--- config.mk ---
export PLATFORM = sky130hd
export DESIGN_NAME = p_sdfcn_pipe
export DESIGN_NICKNAME = d
export VERILOG_FILES = /design/src/rtl/p_sdfcn_pipe.sv
export SDC_FILE = /design/constraint.sdc
export NUM_CORES = 1
export LEC_CHECK = 0
export BUFFER_PORTS_ARGS = -buffer_cell sky130_fd_sc_hd__buf_2
export CAP_MARGIN = 20
export CELL_PAD_IN_SITES_DETAIL_PLACEMENT = 1
export CELL_PAD_IN_SITES_GLOBAL_PLACEMENT = 1
export CORE_MARGIN = 5
export CORE_UTILIZATION = 42
export DETAILED_ROUTE_END_ITERATION = 8
export GPL_TIMING_DRIVEN = 0
export PLACE_DENSITY_LB_ADDON = 0.1
export REMOVE_ABC_BUFFERS = 1
export SYNTH_ARGS = -nofsm -noshare
export SYNTH_HDL_FRONTEND = slang
export SYNTH_SLANG_ARGS = --single-unit
--- constraint.sdc ---
create_clock -name CP -period 2.5 [get_ports CP]
set_input_delay 0.5 -clock CP [delete_from_list [all_inputs] [get_ports CP]]
set_output_delay 0.5 -clock CP [all_outputs]
set_load 0.02 [all_outputs]
--- src/rtl/p_sdfcn_pipe.sv ---
// WIDTH-bit, DEPTH-stage valid/ready retiming pipe with per-stage bubble collapse and synchronous flush.
// Define P_SDFCN_PIPE_LEVEL_EN to add the registered occupancy output `level`.
module p_sdfcn_pipe #(
    parameter int               WIDTH     = 8,
    parameter int               DEPTH     = 2,
    parameter logic [WIDTH-1:0] RESET_VAL = '0
) (
    input  logic             CP,
    input  logic             CDN,
    input  logic             in_pvld,
    output logic             in_prdy,
    input  logic [WIDTH-1:0] in_pd,
    output logic             out_pvld,
    input  logic             out_prdy,
    output logic [WIDTH-1:0] out_pd,
    input  logic             flush
`ifdef P_SDFCN_PIPE_LEVEL_EN
    ,
    output logic [$clog2(DEPTH+1)-1:0] level
`endif
);

    logic [DEPTH-1:0] vld;
    logic [DEPTH-1:0] rdy;
    logic [DEPTH-1:0] up_vld;
    logic [WIDTH-1:0] pd     [DEPTH];
    logic [WIDTH-1:0] up_pd  [DEPTH];

    for (genvar g = 0; g < DEPTH; g++) begin : g_stage
        // A stage may load when the sink is ready or any stage at or after it is empty.
        assign rdy[g] = out_prdy | ~(&vld[DEPTH-1:g]);

        if (g == 0) begin : g_head
            assign up_vld[g] = in_pvld;
            assign up_pd[g]  = in_pd;
        end else begin : g_body
            assign up_vld[g] = vld[g-1];
            assign up_pd[g]  = pd[g-1];
        end
    end

    always_ff @(posedge CP or negedge CDN) begin
        if (!CDN) begin
            for (int i = 0; i < DEPTH; i++) begin
                vld[i] <= 1'b0;
                // NOTE: data flops are reset too, so out_pd is RESET_VAL (never X) before the first entry.
                pd[i]  <= RESET_VAL;
            end
        end else if (flush) begin
            vld <= '0;
        end else begin
            for (int i = 0; i < DEPTH; i++) begin
                if (rdy[i]) begin
                    vld[i] <= up_vld[i];
                    if (up_vld[i]) pd[i] <= up_pd[i];
                end
            end
        end
    end

    assign in_prdy  = rdy[0] & ~flush & CDN;
    assign out_pvld = vld[DEPTH-1];
    assign out_pd   = pd[DEPTH-1];

`ifdef P_SDFCN_PIPE_LEVEL_EN
    localparam int LW = $clog2(DEPTH+1);

    logic in_xfer;
    logic out_xfer;

    assign in_xfer  = in_pvld & in_prdy;
    assign out_xfer = out_pvld & out_prdy;

    always_ff @(posedge CP or negedge CDN) begin
        if (!CDN) begin
            level <= '0;
        end else if (flush) begin
            level <= '0;
        end else begin
            case ({in_xfer, out_xfer})
                2'b10:   level <= level + LW'(1);
                2'b01:   level <= level - LW'(1);
                default: level <= level;
            endcase
        end
    end
`endif

endmodule

==> reports/metrics.cfg <==
[run_status]
status = finished clean

[clock_tree]
clk_pin_slew_ns = 0.10
clk_latency_ns = 0.28
cts_tree = built
htreeDepth = 1
numCtsBuffers = 3
cts_hold_buf = 0
postCtsSetupBuffers = 0
cts_resized = 0
cts-root-buf = clkbuf_4
clock_path_buffers = 2
numClockSinks = 18

[pwr]
switching_share = 0.287
combPwrFrac = 0.258
power_switching_uw = 215
seqPwrFrac = 0.509
pwr-share-clk = 0.233
powerDensity_nw_per_um2 = 836
total_power_uw = 749
leakagePower_nw = 0.463
vdd_ir_drop_max_v = 0.000424
p_int_uw = 534

[global_route]
grt_util_all_layers = 0.104
grt_pass1_wl_um = 2120
antenna_found_initial = 0
grt_max_degree = 20
grt_pass1_vias = 461
gr-total-overflow = 0

[sta]
holdWs_ns = 0.128
rsz0062_at_grt = false
layout_setup_ws_ns = 0.683
skew_ns = 0.00467
max_slew.worst_pin.slew_ns = 0.512
fin_crit_sh = 0.727
setup_viol = 0
fmaxAchievable_mhz = 550
fin_crit_ns = 1.82
tns_ns = 0
timing.final.max_slew_violations = 0
final_hold_viol_count = 0
slew_headroom = 0.658

[routing]
routedWlPerCell_um = 13.5
wl_met3_um = 57
wl_met1_um = 586
drc = 0
drtIter0Drc = 2
top_layer = met4
wl_um = 1280
num_vias = 450
dr.pass1.iters = 4
avgViaCountPerCell = 4.74
met2_wirelength_um = 623
drtAntennaViolNets = 0

[worst_setup_path]
arrival_ns = 1.32
required_ns = 2.00
crit_path_end_kind = primary output
critPathKind = primary input to primary output
crit_fanout = 19
critPathLaunchType = primary input

[placement]
gp_congestion = 0.635
dp_cells = 91
dpl_worst_slack_ns = 0.619
portBuffers = 22
place_hpwl_um = 956

[logic_synthesis]
synth_top_area_cell = dfrtp_1
synth.top_cell.area_share = 0.568
ys_warn_count = 0
synth_area_per_cell_um2 = 14.7
syn_area_um2 = 793
synth_seq_cells = 18
syn_inst = 54
synth-seq-area-share = 0.568
synth.distinct_cells = 13
synth_area_leaders = dfrtp_1 (57%), mux2_4 (15%), mux2_2 (11%)

[floorplanning]
std_cell_rows = 15
die_h_um = 53.5
ios = 23
core_area_um2 = 1760
die_width_um = 53.5
initial_core_util = 0.450
dieArea_um2 = 2860

[final_layout]
fin_cells = 95
layout-drive-gt1-share = 0.600
n_antenna_cell = 0
layout.nets = 84
area.growth.synth_to_final_pct = 12.9

[min_path]
min_path_type = primary input to asynchronous set/reset pin

[job]
maxCapViolations = 0

[cells in the final DEF, fill, tap and decap left out, drive strengths merged]
cell type and instances:
a211o 1, or3b 1, nor2 3, dfrtp 18, a21oi 1, buf 22, clkbuf 4, nor3b 1
and3b 1, inv 2, mux2 16
[registers in the layout, summed over array words and instances (netlist names)]
name / count
out_pd: 8
pd: 8
vld: 2
[worst paths after layout]
kind | slack, ns | end | startpoint | cells past startpoint
hold / removal | 0.13 | pd[15]$_DFFE_PN0P_ | CDN | 1
setup reg to reg | 0.81 | pd[11]$_DFFE_PN0P_ | vld[1]$_DFFE_PN0P_ | 3
hold reg to reg | 0.51 | out_pd[7]$_DFFE_PN0P_ | out_pd[7]$_DFFE_PN0P_ | 1
setup / recovery | 0.68 | in_prdy | CDN | 3
min in group CP | 0.43 | vld[0]$_DFFE_PN0P_ | flush | 2
max in group asynchronous | 2.08 | out_pd[6]$_DFFE_PN0P_ | CDN | 1
[logic make-up (layout without fill, tap and decap cells)]
| family | Yosys count | count (layout) | share of synthesized area |
|---|---|---|---|
| flops | 18 | 18 | 0.568 |
| simple gates | 6 | 6 | 0.0457 |
| compound gates | 2 | 2 | 0.0173 |
| mux | 16 | 16 | 0.265 |
| buf+inv | 12 | 28 | 0.104 |
[cell usage after synthesis (all sizes together)]
master,instances
dfrtp,18
buf,9
inv,2
and3b,1
or3b,1
nor3b,1
clkbuf,1
mux2,16
a211o,1
nor2,3
a21oi,1
[per-layer routing]
layer  vias to the layer above  GRT usage
met3                         2     0.0366
met1                       227      0.122
li1                        209          -
met2                        12      0.167
met4                         0     0.0511
met5                         -          0
[worst max-delay path: stages]
cell,delay [ns]
buf_2,0.34
nor3b_1,0.27
buf_2,0.20
[layout make-up]
type	count	area (um2)
multi-input cells	24	260
repair buffers	22	110
fillers	200	868
flip-flops and latches	18	450
well taps	25	31.3
inverters	2	7.51
clock buffers	4	36.3
[through the flow]
stage / util / cell area (um2)
5_1_grt: 0.508 / 896
3_3_place_gp: 0.487 / 860
2_1_floorplan: - / 718
6_report: 0.508 / 896
3_5_place_dp: 0.487 / 860
4_1_cts: 0.508 / 896
[power by group through the flow]
stage | Combinational (mW) | Clock (mW) | Sequential, mW
floorplan | 0.0760 | 0 | 0.434
global placement | 0.192 | 0 | 0.386
detailed placement | 0.196 | 0 | 0.388
CTS | 0.197 | 0.181 | 0.382
global route | 0.210 | 0.197 | 0.388
finish | 0.193 | 0.175 | 0.381
Power figures use the tool's default switching activity.
